--- config.mk ---
export PLATFORM = sky130hd
export DESIGN_NAME = fpro_uart_core
export DESIGN_NICKNAME = d
export VERILOG_FILES = /design/src/rtl/fpro_uart_core.sv
export SDC_FILE = /design/constraint.sdc
export NUM_CORES = 1
export LEC_CHECK = 0
export CAP_MARGIN = 20
export CORE_MARGIN = 3
export CORE_UTILIZATION = 30
export DETAILED_ROUTE_END_ITERATION = 16
export GPL_ROUTABILITY_DRIVEN = 0
export PLACE_DENSITY = 0.44
export SLEW_MARGIN = 30
export SYNTH_ARGS = -nofsm -noshare
export SYNTH_HDL_FRONTEND = slang
export SYNTH_SLANG_ARGS = --single-unit
--- constraint.sdc ---
create_clock -name clk -period 8.1 [get_ports clk]
set_input_delay 0.81 -clock clk [delete_from_list [all_inputs] [get_ports clk]]
set_output_delay 0.81 -clock clk [all_outputs]
set_load 0.02 [all_outputs]
--- src/rtl/fpro_uart_core.sv ---
// FPro MMIO UART slot: 16x-oversampling baud generator, 8N1 TX/RX state machines and TX/RX FIFOs.
// Optional sticky RX overrun flag is compiled in with `define UART_OVERRUN_EN.
module fpro_uart_core #(
  parameter int          DBIT      = 8,
  parameter int          SB_TICK   = 16,
  parameter int          FIFO_W    = 3,
  parameter logic [10:0] DVSR_INIT = 11'd650
) (
  input  logic        clk,
  input  logic        reset_n,
  input  logic        cs,
  input  logic        read,
  input  logic        write,
  input  logic [4:0]  addr,
  input  logic [31:0] wr_data,
  output logic [31:0] rd_data,
  input  logic        rx,
  output logic        tx
);

  localparam int DEPTH = 2 ** FIFO_W;
  localparam int S_W   = (SB_TICK > 16) ? $clog2(SB_TICK) : 4;
  localparam int N_W   = (DBIT > 1) ? $clog2(DBIT) : 1;

  localparam logic [S_W-1:0]    S_ONE       = 1;
  localparam logic [S_W-1:0]    S_MID       = 7;
  localparam logic [S_W-1:0]    S_BIT_LAST  = 15;
  localparam logic [S_W-1:0]    S_STOP_LAST = S_W'(SB_TICK - 1);
  localparam logic [N_W-1:0]    N_ONE       = 1;
  localparam logic [N_W-1:0]    N_LAST      = N_W'(DBIT - 1);
  localparam logic [FIFO_W-1:0] PTR_ONE     = 1;

  typedef enum logic [1:0] {ST_IDLE, ST_START, ST_DATA, ST_STOP} uart_state_e;

  // ---------------------------------------------------------------------------
  // Slot register decode
  // ---------------------------------------------------------------------------
  logic wr_en, wr_dvsr, wr_tx, rd_pop;

  assign wr_en   = cs & write;
  assign wr_dvsr = wr_en & (addr == 5'd1);
  assign wr_tx   = wr_en & (addr == 5'd2);
  assign rd_pop  = wr_en & (addr == 5'd3);

  logic unused_bus;
  assign unused_bus = ^{read, wr_data[31:11]};

  // ---------------------------------------------------------------------------
  // Baud generator: one tick every dvsr+1 clocks
  // ---------------------------------------------------------------------------
  logic [10:0] dvsr, baud_cnt;
  logic        tick;

  assign tick = (baud_cnt == dvsr);

  // NOTE: sequential state uses non-blocking assignments so every flop samples pre-edge values.
  always_ff @(posedge clk or negedge reset_n) begin
    if (!reset_n) begin
      dvsr     <= DVSR_INIT;
      baud_cnt <= '0;
    end else if (wr_dvsr) begin
      dvsr     <= wr_data[10:0];
      baud_cnt <= '0;
    end else if (tick) begin
      baud_cnt <= '0;
    end else begin
      baud_cnt <= baud_cnt + 11'd1;
    end
  end

  // rx is asynchronous to clk; idles high so reset to 1 to avoid a false start bit.
  logic rx_meta, rx_s;

  always_ff @(posedge clk or negedge reset_n) begin
    if (!reset_n) begin
      rx_meta <= 1'b1;
      rx_s    <= 1'b1;
    end else begin
      rx_meta <= rx;
      rx_s    <= rx_meta;
    end
  end

  // ---------------------------------------------------------------------------
  // FIFOs: index 0 = TX, index 1 = RX
  // ---------------------------------------------------------------------------
  logic            f_push  [2];
  logic            f_pop   [2];
  logic            f_full  [2];
  logic            f_empty [2];
  logic [DBIT-1:0] f_wdata [2];
  logic [DBIT-1:0] f_head  [2];

  for (genvar i = 0; i < 2; i++) begin : g_fifo
    logic [DBIT-1:0]   mem [DEPTH];
    logic [FIFO_W-1:0] wr_ptr, rd_ptr;
    logic              full_r, empty_r;
    logic              do_push, do_pop;

    assign do_pop  = f_pop[i] & ~empty_r;
    assign do_push = f_push[i] & (~full_r | do_pop);

    // NOTE: storage has no reset; only pointers and flags need a known value, and the head is masked while empty.
    always_ff @(posedge clk) begin
      if (do_push) mem[wr_ptr] <= f_wdata[i];
    end

    always_ff @(posedge clk or negedge reset_n) begin
      if (!reset_n) begin
        wr_ptr  <= '0;
        rd_ptr  <= '0;
        full_r  <= 1'b0;
        empty_r <= 1'b1;
      end else begin
        if (do_push) wr_ptr <= wr_ptr + PTR_ONE;
        if (do_pop)  rd_ptr <= rd_ptr + PTR_ONE;
        if (do_push && !do_pop) begin
          empty_r <= 1'b0;
          full_r  <= (wr_ptr + PTR_ONE == rd_ptr);
        end else if (do_pop && !do_push) begin
          full_r  <= 1'b0;
          empty_r <= (rd_ptr + PTR_ONE == wr_ptr);
        end
      end
    end

    assign f_full[i]  = full_r;
    assign f_empty[i] = empty_r;
    assign f_head[i]  = empty_r ? '0 : mem[rd_ptr];
  end

  // ---------------------------------------------------------------------------
  // RX state machine
  // ---------------------------------------------------------------------------
  uart_state_e     rx_state;
  logic [S_W-1:0]  rx_cnt;
  logic [N_W-1:0]  rx_n;
  logic [DBIT-1:0] rx_b;
  logic            rx_push;

  always_ff @(posedge clk or negedge reset_n) begin
    if (!reset_n) begin
      rx_state <= ST_IDLE;
      rx_cnt   <= '0;
      rx_n     <= '0;
      rx_b     <= '0;
      rx_push  <= 1'b0;
    end else begin
      rx_push <= 1'b0;
      case (rx_state)
        ST_IDLE:
          if (!rx_s) begin
            rx_state <= ST_START;
            rx_cnt   <= '0;
          end
        ST_START:
          if (tick) begin
            if (rx_cnt == S_MID) begin
              // Re-check mid start bit so a short low glitch does not start a frame.
              rx_state <= rx_s ? ST_IDLE : ST_DATA;
              rx_cnt   <= '0;
              rx_n     <= '0;
            end else begin
              rx_cnt <= rx_cnt + S_ONE;
            end
          end
        ST_DATA:
          if (tick) begin
            if (rx_cnt == S_BIT_LAST) begin
              rx_cnt <= '0;
              rx_b   <= {rx_s, rx_b[DBIT-1:1]};
              if (rx_n == N_LAST) rx_state <= ST_STOP;
              else                rx_n     <= rx_n + N_ONE;
            end else begin
              rx_cnt <= rx_cnt + S_ONE;
            end
          end
        ST_STOP:
          if (tick) begin
            if (rx_cnt == S_STOP_LAST) begin
              rx_push  <= 1'b1;
              rx_state <= ST_IDLE;
            end else begin
              rx_cnt <= rx_cnt + S_ONE;
            end
          end
        default: rx_state <= ST_IDLE;
      endcase
    end
  end

  // ---------------------------------------------------------------------------
  // TX state machine
  // ---------------------------------------------------------------------------
  uart_state_e     tx_state;
  logic [S_W-1:0]  tx_cnt;
  logic [N_W-1:0]  tx_n;
  logic [DBIT-1:0] tx_b;
  logic            tx_reg;
  logic            tx_load;

  // Reloading straight from the end of the stop bit keeps back-to-back frames gap-free.
  assign tx_load = ~f_empty[0] &
                   ((tx_state == ST_IDLE) ||
                    ((tx_state == ST_STOP) && tick && (tx_cnt == S_STOP_LAST)));

  always_ff @(posedge clk or negedge reset_n) begin
    if (!reset_n) begin
      tx_state <= ST_IDLE;
      tx_cnt   <= '0;
      tx_n     <= '0;
      tx_b     <= '0;
      tx_reg   <= 1'b1;
    end else begin
      case (tx_state)
        ST_IDLE:
          if (tx_load) begin
            tx_b     <= f_head[0];
            tx_reg   <= 1'b0;
            tx_cnt   <= '0;
            tx_state <= ST_START;
          end
        ST_START:
          if (tick) begin
            if (tx_cnt == S_BIT_LAST) begin
              tx_cnt   <= '0;
              tx_n     <= '0;
              tx_reg   <= tx_b[0];
              tx_state <= ST_DATA;
            end else begin
              tx_cnt <= tx_cnt + S_ONE;
            end
          end
        ST_DATA:
          if (tick) begin
            if (tx_cnt == S_BIT_LAST) begin
              tx_cnt <= '0;
              if (tx_n == N_LAST) begin
                tx_reg   <= 1'b1;
                tx_state <= ST_STOP;
              end else begin
                tx_n   <= tx_n + N_ONE;
                tx_b   <= tx_b >> 1;
                tx_reg <= tx_b[1];
              end
            end else begin
              tx_cnt <= tx_cnt + S_ONE;
            end
          end
        ST_STOP:
          if (tick) begin
            if (tx_cnt == S_STOP_LAST) begin
              tx_cnt <= '0;
              if (tx_load) begin
                tx_b     <= f_head[0];
                tx_reg   <= 1'b0;
                tx_state <= ST_START;
              end else begin
                tx_state <= ST_IDLE;
              end
            end else begin
              tx_cnt <= tx_cnt + S_ONE;
            end
          end
        default: tx_state <= ST_IDLE;
      endcase
    end
  end

  assign tx = tx_reg;

  // ---------------------------------------------------------------------------
  // FIFO hookup, overrun flag and read mux
  // ---------------------------------------------------------------------------
  assign f_push[0]  = wr_tx;
  assign f_wdata[0] = DBIT'(wr_data[7:0]);
  assign f_pop[0]   = tx_load;
  assign f_push[1]  = rx_push;
  assign f_wdata[1] = rx_b;
  assign f_pop[1]   = rd_pop;

  logic ovr;

`ifdef UART_OVERRUN_EN
  logic wr_clr, rx_drop;

  assign wr_clr  = wr_en & (addr == 5'd4);
  assign rx_drop = rx_push & f_full[1] & ~rd_pop;

  always_ff @(posedge clk or negedge reset_n) begin
    if (!reset_n)     ovr <= 1'b0;
    else if (rx_drop) ovr <= 1'b1;
    else if (wr_clr)  ovr <= 1'b0;
  end
`else
  logic unused_rx_full;
  assign unused_rx_full = f_full[1];
  assign ovr            = 1'b0;
`endif

  logic [7:0] rx_byte;
  assign rx_byte = 8'(f_head[1]);

  // NOTE: default assignment first so the combinational read mux never infers a latch.
  always_comb begin
    rd_data = '0;
    if (addr == 5'd0) rd_data = {21'b0, ovr, f_full[0], f_empty[1], rx_byte};
  end

endmodule

# [Word level (Yosys, flattened, before mapping)]
# Memory sizes are Yosys's and may differ from the RTL's.
# Cells that the tools add are included.
[word_totals] register_bits=76 mem_bits_ro=0 ramBits=128 out_inout_bits=33 inputBits=43 memories=2 latchBits=0
[mem_list] name="g_fifo[0].mem" words=8 width=8 rd=1 rd_clocked_by_memory_dff=0 wr=1 line="95" rtl="logic [DBIT-1:0] mem [DEPTH];"
[mem_list] name="g_fifo[1].mem" words=8 width=8 rd=1 rd_clocked_by_memory_dff=0 wr=1 line="95"
[op_classes] n_mul=0 mux=80 n_shift=0 addsub=9 n_reduce_logical=29 div=0 magnitude_cmp=0 eq_ne=39 bitwise=15
[op_table] op="$mux 8" n=8
[op_table] op="$mux 4" n=10
[op_table] op="$ne 2x2->1 const B" n=18
[op_table] op="$mux 2" n=17
[op_table] op="$mux 3" n=10
[op_table] op="$mux 1" n=24
[op_table] op="$pmux 8 s3" n=1
[op_table] op="$reduce_and 6->1" n=4
[op_table] op="$mux 11" n=2
[op_table] op="$add 3x1->3 const B" n=6
[op_table] op="$pmux 2 s4" n=2
[op_table] op="$pmux 4 s4" n=1
[op_table] op="$reduce_and 8->1" n=2
[op_table] op="$eq 3x3->1" n=4
[op_table] op="$pmux 3 s2" n=2
[op_table] op="$add 11x1->11 const B" n=1
[op_table] op="$eq 11x11->1" n=1
[op_table] op="$eq 5x2->1 const B" n=2
[op_table] op="$mux 10" n=1
[op_table] op="$and 1x1->1" n=9
[op_table] op="$add 4x1->4 const B" n=2
[op_table] op="$eq 2x2->1 const B" n=4
[op_table] op="$eq 4x4->1 const B" n=2
[op_table] op="$pmux 4 s2" n=1
[op_table] op="19 further kinds" n=38

# [Longest topological paths before layout]
# Gate-level depths: netlist of run 1.
[logic_depth] ltp_word=12 mapped_depth=10 ltp_nobuf=10

# [Worst setup path after synthesis of run 1]
# No wires, ideal clock.
[synth_timing] path_type="input port to flip-flop" startpoint="input addr[3]" endpoint="memory g_fifo[1].mem[0][0], enable pin" slack_ns=5.126 cell_stages=7 t_required_ns=7.717 arrival_ns=2.591 cell_sequence="nor3_1 -> nand4_1 -> nor3b_1 -> inv_1 -> a21boi_2 -> nand2b_1 -> nor3_1"
[synth_between] elab_chain_cells=7
[synth_rtl] item="start, declared" line="14" rtl="input logic [4:0] addr,"
[synth_rtl] item="$eq 5x2->1" line="43" rtl="assign rd_pop = wr_en & (addr == 5'd3);"
[synth_rtl] item="$and 1x1->1" line="43"
[synth_rtl] item="$and 1x1->1" line="100" rtl="assign do_pop = f_pop[i] & ~empty_r;"
[synth_rtl] item="$or 1x1->1" line="101" rtl="assign do_push = f_push[i] & (~full_r | do_pop);"
[synth_rtl] item="$and 1x1->1" line="101"
[synth_rtl] item="via g_fifo[1].do_push" line="98" rtl="logic do_push, do_pop;"
[synth_rtl] item="$mux 1" line="105" rtl="if (do_push) mem[wr_ptr] <= f_wdata[i];"
[synth_rtl] item="$mux 1 (implied by the code)" line="105"
[synth_rtl] item="end, declared" line="95"
# The timed path passes the listed nets, and every way through them passes these cells.

# [Final worst setup path of run 1]
[layout_timing] startpoint="input addr[1]" endpoint="output rd_data[4]"
[layout_between] elab_chain_cells=2
[layout_rtl] item="$logic_not 5->1" line="307" rtl="if (addr == 5'd0) rd_data = {21'b0, ovr, f_full[0], f_empty[1], rx_byte};"
[layout_rtl] item="$mux 10" line="307"
[layout_rtl] item="end, declared" line="16" rtl="output logic [31:0] rd_data,"
# Every way passes these cells.

==> metrics.csv, run 1 <==
metric,value,unit
status,completed,
WL final,18.6,mm
max_cap viols,0,
xor-xnor portion of the synthesized cell area,0.0378,
die area,32200,µm²
diode count,0,
CP Max Fanout,8,
Setup crit start kind,primary input,
Starting Density,0.310,
"most common cell after layout, fill and taps aside",edfxtp_1,
Post-DP HPWL,12.0,mm
Root Driver,clkbuf_16,
global route overflow,0,
post-DR wirelength/cell,17.7,µm
Die Wd,180,µm
P&R area growth vs syn,16.4,%
number of global-route vias before repair,5071,
Final Hold Fails,0,
area share of fa/ha/maj cells after synthesis,0.0235,
hold buffer count at cts,0,
synthesis warning total,0,
FF+latch area,5760,µm²
worst-path cell chain,clkdlybuf4s50_1 -> nor4_1 -> nor2b_1 -> nand2b_1 -> nor2_1 -> clkdlybuf4s50_1,
syn_area_per_cell,14.6,µm²
Final Max Tran Viols,0,
postcts setup bufs,0,
Buf/Inv on CP,2,
"commonest non-fill, non-tap cells in the layout","128 x edfxtp_1, 66 x dfrtp_1, 51 x nor2_1",
routed length on met3,710,µm
biggest regs,"g_fifo.mem: 128 flops, baud_cnt: 11 flops, dvsr: 11 flops",
Leak,3.86,nW
post-synthesis cell count,619,
IO Pins,76,
Clk network pwr share,0.351,
via count,5037,
CTS buffer count,24,
Reg power frac,0.432,
Seq cells post-synth,204,
port bufs,31,
number of flops mapped to enable cells by yosys,128,
num rows,62,
arrival time at the worst endpoint,2.87,ns
final setup margin,4.42,ns
Pint,0.00217,W
pwr dens,290,nW/µm²
met2 wire length,8.78,mm
Max clock buf depth,3,
H-tree lvl count,1,
max incr delay on CP,0.62,ns
final antenna-violating net count,0,
relative slew slack,0.375,
die height,180,µm
R2R Setup Slk,4.68,ns
worst slew pin tran,0.935,ns
Sw Share,0.287,
Top Layer Used,met4,
net switching power,0.000874,W
Fillers,2793,
initial antenna violation count,0,
DR vias/cell,4.79,
WP data required,7.29,ns
later-pin clock latency in the skew report,0.50,ns
Worst-path clk slew,0.06,ns
pre-CTS WS,4.11,ns
largest net degree at the start of global routing,76,
final worst path period share,0.455,
slowest cell on the critical path,clkdlybuf4s50_1,
Fin Setup TNS,0,ns
mux contribution to synthesized area,0.130,
area taken by multi-input logic gates,3120,µm²
complex-gate fraction of the synthesized area,0.0503,
TritonRoute pass-1 iters,4,
ys flop type,edfxtp_1,
combinational share of power,0.217,
CP Class,in2out,
RSZ-0062 raised after global routing,no,
Biggest register,g_fifo.mem,
synth unique cells,57,
max FFs per register,128,
Most common cell on crit path,clkdlybuf4s50_1,
first-pass GRT wire length,29.0,mm
TritonCTS clock tree,done,
clock skew,0.0124,ns
cell family with most CP delay,buffers and inverters,
worst hold path type,in2async,
Final Setup Violations,0,
gr usage total,0.111,
"Seq/Total Area, Yosys",0.637,
DRC marker count from the first detailed-route iteration,283,
met1 wire length,8.71,mm
synthesized cell area,9030,µm²
CTS resizes,0,
Nets,711,
drc violations,0,
upper clock frequency limit,272,MHz
Simple-Gate Fraction of Synth Area,0.0854,
"FFs w/ async S/R, synth",0.373,
post-layout min period,3.68,ns
Core Area,29200,µm²
share of cells above drive strength 1,0.187,
clock sinks,204,
main combinational cell family by area after synthesis,multiplexers,
Worst VDD drop,0.000147,V
CP Capture Type,output port,
[cell usage after synthesis (3+ instances only)]
| library cell | count | area share |
|---|---|---|
| a21oi_1 | 24 | 0.013 |
| a221o_1 | 3 | 0.0033 |
| and2_1 | 4 | 0.0028 |
| and3_1 | 4 | 0.0028 |
| buf_1 | 4 | 0.0017 |
| buf_2 | 8 | 0.0044 |
| buf_4 | 22 | 0.018 |
| clkbuf_1 | 14 | 0.0058 |
| dfrtp_1 | 67 | 0.19 |
| dfstp_2 | 9 | 0.026 |
| edfxtp_1 | 128 | 0.43 |
| ha_1 | 17 | 0.024 |
| inv_1 | 10 | 0.0042 |
| mux2_2 | 25 | 0.031 |
| mux2i_1 | 17 | 0.019 |
| mux4_2 | 32 | 0.080 |
| nand2_1 | 25 | 0.010 |
| nand2b_1 | 5 | 0.0035 |
| nand3_1 | 18 | 0.010 |
| nand4_1 | 4 | 0.0028 |
| nor2_1 | 57 | 0.024 |
| nor2b_1 | 3 | 0.0021 |
| nor3_1 | 11 | 0.0061 |
| nor3b_1 | 8 | 0.0066 |
| nor4_1 | 5 | 0.0035 |
| o211ai_1 | 3 | 0.0025 |
| o21ai_0 | 16 | 0.0089 |
| or3_1 | 3 | 0.0021 |
| xnor2_1 | 14 | 0.014 |
| xor2_1 | 25 | 0.024 |
[area by class of cell]
cell class | count | share of cell area
flip-flops and latches | 204 | 0.547
clock buffers | 32 | 0.0629
multi-input cells | 377 | 0.297
clock inverters | 10 | 0.0118
repair buffers | 34 | 0.0318
well taps | 384 | 0.0457
inverters | 10 | 0.00357
[metal layers]
layer / up-vias / track usage
li1: 2347 / -
met1: 2561 / 0.155
met2: 96 / 0.182
met3: 33 / 0.0190
met4: 0 / 0.0285
met5: - / 0
[cells by family (layout without fill, tap and decap cells)]
family / Yosys count / after routing
DFF: 204 / 204
and+or+nand+nor: 155 / 155
muxes: 74 / 74
AOI/OAI and AO/OA: 70 / 70
buffers and inverters: 59 / 86
xor gates and xnor gates: 39 / 39
adders and majority gates: 17 / 17
other: 1 / 22
[stage by stage]
stage | hold WS [ns] | power [W] | utilization | instance area, µm² | cells
2_1_floorplan | 0.345 | 0.00185 | - | 9110 | 640
3_3_place_gp | 0.348 | 0.00199 | 0.332 | 9680 | 1009
3_5_place_dp | 0.349 | 0.00201 | 0.333 | 9710 | 1009
4_1_cts | 0.0537 | 0.00309 | 0.360 | 10500 | 1051
5_1_grt | 0.0561 | 0.00321 | 0.361 | 10500 | 1051
6_report | 0.0804 | 0.00305 | 0.361 | 10500 | 1051
[path summary, 6_finish.rpt]
path	from	end	depth (start not counted)
worst max register to register	dvsr[9]	g_fifo[0].mem[2][1]	6
worst min-delay path	reset_n	baud_cnt[10]	1
min in group clk	rx_meta	rx_s	0
max in group asynchronous	reset_n	g_fifo[0].rd_ptr[1]	2
worst max-delay path	addr[1]	rd_data[4]	6
worst min register to register	rx_meta	rx_s	0
[power by group through the flow]
stage,combinational [W],clock [W],sequential (W)
global route,0.000737,0.00114,0.00133
global placement,0.000656,0,0.00133
finish,0.000662,0.00107,0.00132
CTS,0.000673,0.00110,0.00132
floorplan,0.000587,0,0.00126
detailed placement,0.000671,0,0.00134
[worst reg2reg max path, delay by kind of cell, from the launching register on]
kind                      cells  cell delay [ns]
DFF                           1             0.54
AOI/OAI and AO/OA             2             0.86
and+or+nand+nor               3             1.52
xor gates and xnor gates      1             0.11
No activity file was read; power rests on OpenSTA's default activity.
==> inputs of run 2 (changes only) <==
--- a/config.mk
+++ b/config.mk
@@ -10,7 +10,7 @@
 export CORE_UTILIZATION = 30
 export DETAILED_ROUTE_END_ITERATION = 16
 export GPL_ROUTABILITY_DRIVEN = 0
-export PLACE_DENSITY = 0.44
+export PLACE_DENSITY = 0.45
 export SLEW_MARGIN = 30
 export SYNTH_ARGS = -nofsm -noshare
 export SYNTH_HDL_FRONTEND = slang
==> constraint.sdc (replaced) <==
create_clock -name clk -period 3.3 [get_ports clk]
set_input_delay 0.33 -clock clk [delete_from_list [all_inputs] [get_ports clk]]
set_output_delay 0.33 -clock clk [all_outputs]
set_load 0.02 [all_outputs]
==> run 2 against run 1 <==
Setup slack worse by 4.0 ns. Die area did not move. Highest routed layer unchanged. First-iteration DRC count shrank 17%. Worst hold slack improved by 0.15 ns. Sequential power increased by 140%.
==> metrics.csv, run 2 (synthesis gave the netlist of run 1 again) <==
metric,value,unit
max FFs per register,128,
CP Capture Type,output port,
worst hold path type,in2reg,
Final Setup Violations,0,
CTS buffer count,24,
"most common cell after layout, fill and taps aside",edfxtp_1,
FF-to-FF End,g_fifo[0].mem[3][0],
TritonCTS clock tree,done,
WL final,17.9,mm
DRC marker count from the first detailed-route iteration,235,
Fin Setup TNS,0,ns
Final Hold Fails,0,
P&R area growth vs syn,17.5,%
share of cells above drive strength 1,0.196,
cell family with most CP delay,buffers and inverters,
Final Max Tran Viols,0,
Hold WS,0.227,ns
upper clock frequency limit,349,MHz
post-route cell area,10600,µm²
Area after DPL,9790,µm²
DR vias/cell,4.67,
status,completed,
Hold Startpoint,rx,
"commonest non-fill, non-tap cells in the layout","128 x edfxtp_1, 66 x dfrtp_1, 57 x nor2_1",
Starting Density,0.310,
Sw Share,0.287,
die height,180,µm
worst-path cell chain,buf_4 -> mux4_2 -> mux2i_1 -> nor2_1 -> clkdlybuf4s50_1,
max_cap viols,0,
worst slew pin tran,0.738,ns
Buf/Inv on CP,2,
initial antenna violation count,0,
max incr delay on CP,0.62,ns
r2r startpoint,dvsr[9],
Hold EP,rx_meta,
Die Wd,180,µm
Post-DP HPWL,12.1,mm
net switching power,0.00216,W
IO Pins,76,
Setup crit start kind,flop,
post-DR wirelength/cell,16.7,µm
biggest regs,"g_fifo.mem: 128 flops, baud_cnt: 11 flops, dvsr: 11 flops",
slowest cell on the critical path,dfrtp_1,
first-pass GRT wire length,29.3,mm
global route overflow,0,
relative slew slack,0.508,
hold buffer count at cts,1,
CTS resizes,0,
worst r2r path cells,7,
pwr dens,710,nW/µm²
Core Area,29200,µm²
final antenna-violating net count,0,
Clk network pwr share,0.354,
post-layout min period,2.87,ns
gr usage total,0.112,
clock sinks,204,
num rows,62,
Hold Path Depth,1,
H-tree lvl count,1,
final setup margin,0.431,ns
via count,5019,
CP Max Fanout,11,
port bufs,31,
R2R Setup Slk,0.58,ns
WP data required,2.97,ns
clock skew,0.0225,ns
TritonRoute pass-1 iters,4,
combinational share of power,0.218,
drc violations,0,
largest net degree at the start of global routing,77,
Root Driver,clkbuf_16,
later-pin clock latency in the skew report,0.51,ns
diode count,0,
Max clock buf depth,3,
Reg power frac,0.427,
Pint,0.00538,W
number of global-route vias before repair,5350,
Nets,732,
final worst path period share,0.869,
Leak,3.97,nW
Worst VDD drop,0.000318,V
RSZ-0062 raised after global routing,no,
die area,32200,µm²
postcts setup bufs,0,
Worst-path clk slew,0.06,ns
CP Class,reg2out,
Biggest register,g_fifo.mem,
arrival time at the worst endpoint,2.54,ns
pre-CTS WS,0.458,ns
run 2: cell types whose count changed in the layout (fill, tap and decap cells not counted), sizes merged:
cell,previous run,this run
buf,4,24
bufinv,3,4
clkbuf,32,28
clkinv,6,9
clkinvlp,1,2
dlygate4sd3,0,1
inv,10,11
run 2: routing by layer:
| layer | track usage | part of all wire |
|---|---|---|
| met4 | 0.0275 | 0.018 |
| met5 | 0 | 0 |
| met2 | 0.180 | 0.47 |
| met3 | 0.0214 | 0.042 |
| met1 | 0.156 | 0.47 |
run 2: how the worst max path moves through the flow:
stage	from	end	slack, ns	cells after the start
finish	g_fifo[1].rd_ptr[1]	rd_data[6]	0.43	5
floorplan	dvsr[9]	g_fifo[0].mem[2][0]	0.67	6
global route	g_fifo[1].rd_ptr[1]	rd_data[1]	0.26	5
CTS	g_fifo[1].rd_ptr[1]	rd_data[1]	0.33	5
detailed placement	addr[3]	g_fifo[1].mem[1][6]	0.46	9
global placement	addr[3]	g_fifo[1].mem[1][6]	0.47	9
run 2: cell type report:
class                           instances  area (µm²)
Sequential cell                       204        5760
Multi-Input combinational cell        377        3040
Inverter                               10        37.5
Timing Repair Buffer                   55         494
Tap cell                              384         480
Clock buffer                           28         616
Clock inverter                         16         199
Fill cell                            2838       18500
run 2: stage by stage:
| stage | util | cells | total power, W |
|---|---|---|---|
| global placement | 0.336 | 1029 | 0.00490 |
| global route | 0.364 | 1074 | 0.00802 |
| floorplan | - | 640 | 0.00454 |
| finish | 0.364 | 1074 | 0.00754 |
| detailed placement | 0.336 | 1029 | 0.00494 |
| CTS | 0.364 | 1074 | 0.00767 |
run 2: worst reg2reg max path: cells and delay by family (launching register included):
family | cells | cell delay, ns
DFF | 1 | 0.53
buffers and inverters | 1 | 0.24
AOI/OAI and AO/OA | 2 | 0.71
xor gates and xnor gates | 1 | 0.11
and+or+nand+nor | 3 | 0.82
run 2: power groups by stage:
| stage | Combinational, W | Clock [W] | Sequential [W] |
|---|---|---|---|
| after floorplan | 0.00145 | 0 | 0.00309 |
| after global placement | 0.00163 | 0 | 0.00327 |
| after detailed placement | 0.00167 | 0 | 0.00328 |
| after CTS | 0.00167 | 0.00277 | 0.00323 |
| after global routing | 0.00188 | 0.00287 | 0.00327 |
| final | 0.00165 | 0.00267 | 0.00322 |
==> inputs of run 3 (changes only) <==
--- a/config.mk
+++ b/config.mk
@@ -8,6 +8,7 @@
 export CAP_MARGIN = 20
 export CORE_MARGIN = 3
 export CORE_UTILIZATION = 30
+export CTS_CLUSTER_DIAMETER = 40
 export DETAILED_ROUTE_END_ITERATION = 16
 export GPL_ROUTABILITY_DRIVEN = 0
 export PLACE_DENSITY = 0.45
==> run 3 against run 2 <==
Critical path type unchanged. Core utilization rose by 0.99 points. Clock power is 24% higher. Highest routed layer unchanged. Worst hold slack improved by 0.038 ns.
==> metrics.csv, run 3 (synthesis gave the netlist of run 1 again) <==
metric,value,unit
arrival time at the worst endpoint,2.51,ns
Buf/Inv on CP,2,
Biggest register,g_fifo.mem,
post-layout util,0.374,
Die Wd,180,µm
DR vias/cell,4.69,
biggest regs,"g_fifo.mem: 128 flops, baud_cnt: 11 flops, dvsr: 11 flops",
Starting Density,0.310,
upper clock frequency limit,353,MHz
share of cells above drive strength 1,0.215,
area taken by multi-input logic gates,3040,µm²
relative slew slack,0.506,
port bufs,31,
pwr dens,751,nW/µm²
hold buffer count at cts,1,
clock skew,0.0328,ns
Clk network pwr share,0.405,
max incr delay on CP,0.60,ns
drc violations,0,
worst-path cell chain,buf_4 -> mux4_2 -> mux2i_1 -> nor2_1 -> clkdlybuf4s50_1,
cell family with most CP delay,buffers and inverters,
worst hold path type,in2reg,
Final Max Tran Viols,0,
Core Area,29200,µm²
worst slew pin tran,0.741,ns
Worst VDD drop,0.000312,V
gr usage total,0.115,
post-DR wirelength/cell,16.7,µm
CTS resizes,0,
combinational share of power,0.201,
Reg power frac,0.394,
final antenna-violating net count,0,
TritonRoute pass-1 iters,4,
die height,180,µm
Pint,0.00579,W
Nets,742,
largest net degree at the start of global routing,77,
TritonCTS clock tree,done,
global route overflow,0,
Post-DP HPWL,12.1,mm
total power,0.00819,W
CP Max Fanout,11,
number of global-route vias before repair,5465,
max_cap viols,0,
net switching power,0.00240,W
via count,5115,
Sw Share,0.293,
later-pin clock latency in the skew report,0.51,ns
P&R area growth vs syn,20.7,%
initial antenna violation count,0,
Area after DPL,9790,µm²
H-tree lvl count,2,
slowest cell on the critical path,dfrtp_1,
"most common cell after layout, fill and taps aside",edfxtp_1,
CP Capture Type,output port,
Worst-path clk slew,0.05,ns
DRC marker count from the first detailed-route iteration,235,
max FFs per register,128,
WL final,18.3,mm
Max clock buf depth,3,
die area,32200,µm²
Final Hold Fails,0,
CP Class,reg2out,
WP data required,2.97,ns
IO Pins,76,
RSZ-0062 raised after global routing,no,
Fin Setup TNS,0,ns
post-route cell area,10900,µm²
Setup crit start kind,flop,
postcts setup bufs,0,
"commonest non-fill, non-tap cells in the layout","128 x edfxtp_1, 66 x dfrtp_1, 57 x nor2_1",
CTS buffer count,34,
first-pass GRT wire length,29.7,mm
clock sinks,204,
FF+latch area,5760,µm²
num rows,62,
final worst path period share,0.859,
Leak,4.10,nW
post-layout min period,2.84,ns
Fillers,2818,
Root Driver,clkbuf_16,
Final Setup Violations,0,
diode count,0,
status,completed,
[run 3: cell count changes in the layout (fill, tap and decap cells not counted), moves of 2 or more]
cell	before	now
clkbuf_1	4	2
clkinvlp_4	2	4
bufinv_16	4	1
clkinv_2	5	1
clkbuf_16	24	35
clkinv_1	3	5
clkinv_4	0	8
[run 3: layer usage]
layer,vias to the layer above,global-route usage,wire length (µm),share of wire
li1,2414,-,-,-
met1,2563,0.155,8590,0.47
met2,106,0.181,8460,0.46
met3,32,0.0299,806,0.044
met4,0,0.0368,414,0.023
met5,-,0,0,0
[run 3: power by group through the flow]
stage	sequential, W	clock, W	combinational [W]
floorplan	0.00309	0	0.00145
global placement	0.00327	0	0.00163
detailed placement	0.00328	0	0.00167
CTS	0.00323	0.00343	0.00167
global route	0.00327	0.00354	0.00187
finish	0.00323	0.00332	0.00165
[run 3: area by class of cell]
type / count / share of cell area
clock buffers: 38 / 0.0822
clock inverters: 23 / 0.0189
inverters: 10 / 0.00344
multi-input cells: 377 / 0.278
flip-flops and latches: 204 / 0.528
well taps: 384 / 0.0440
repair buffers: 55 / 0.0453
[run 3: final timing paths]
kind                            slack [ns]  cells past startpoint             endpoint                 from
worst max-delay path                  0.47                      5           rd_data[4]  g_fifo[1].rd_ptr[1]
worst min-delay path                  0.27                      1              rx_meta                   rx
worst max register to register        0.53                      7  g_fifo[0].mem[3][6]              dvsr[9]
worst min register to register        0.33                      0                 rx_s              rx_meta
max in group asynchronous             2.30                      2  g_fifo[0].rd_ptr[1]              reset_n
min in group asynchronous             0.43                      2          baud_cnt[7]              reset_n
[run 3: metrics by stage]
step                      hold slack, ns  setup WS, ns  cells
after detailed placement           0.350         0.458   1029
after floorplan                   0.0344         0.668    640
after global placement             0.349         0.468   1029
after global routing               0.244         0.282   1091
final                              0.265         0.465   1091
after CTS                          0.247         0.348   1091
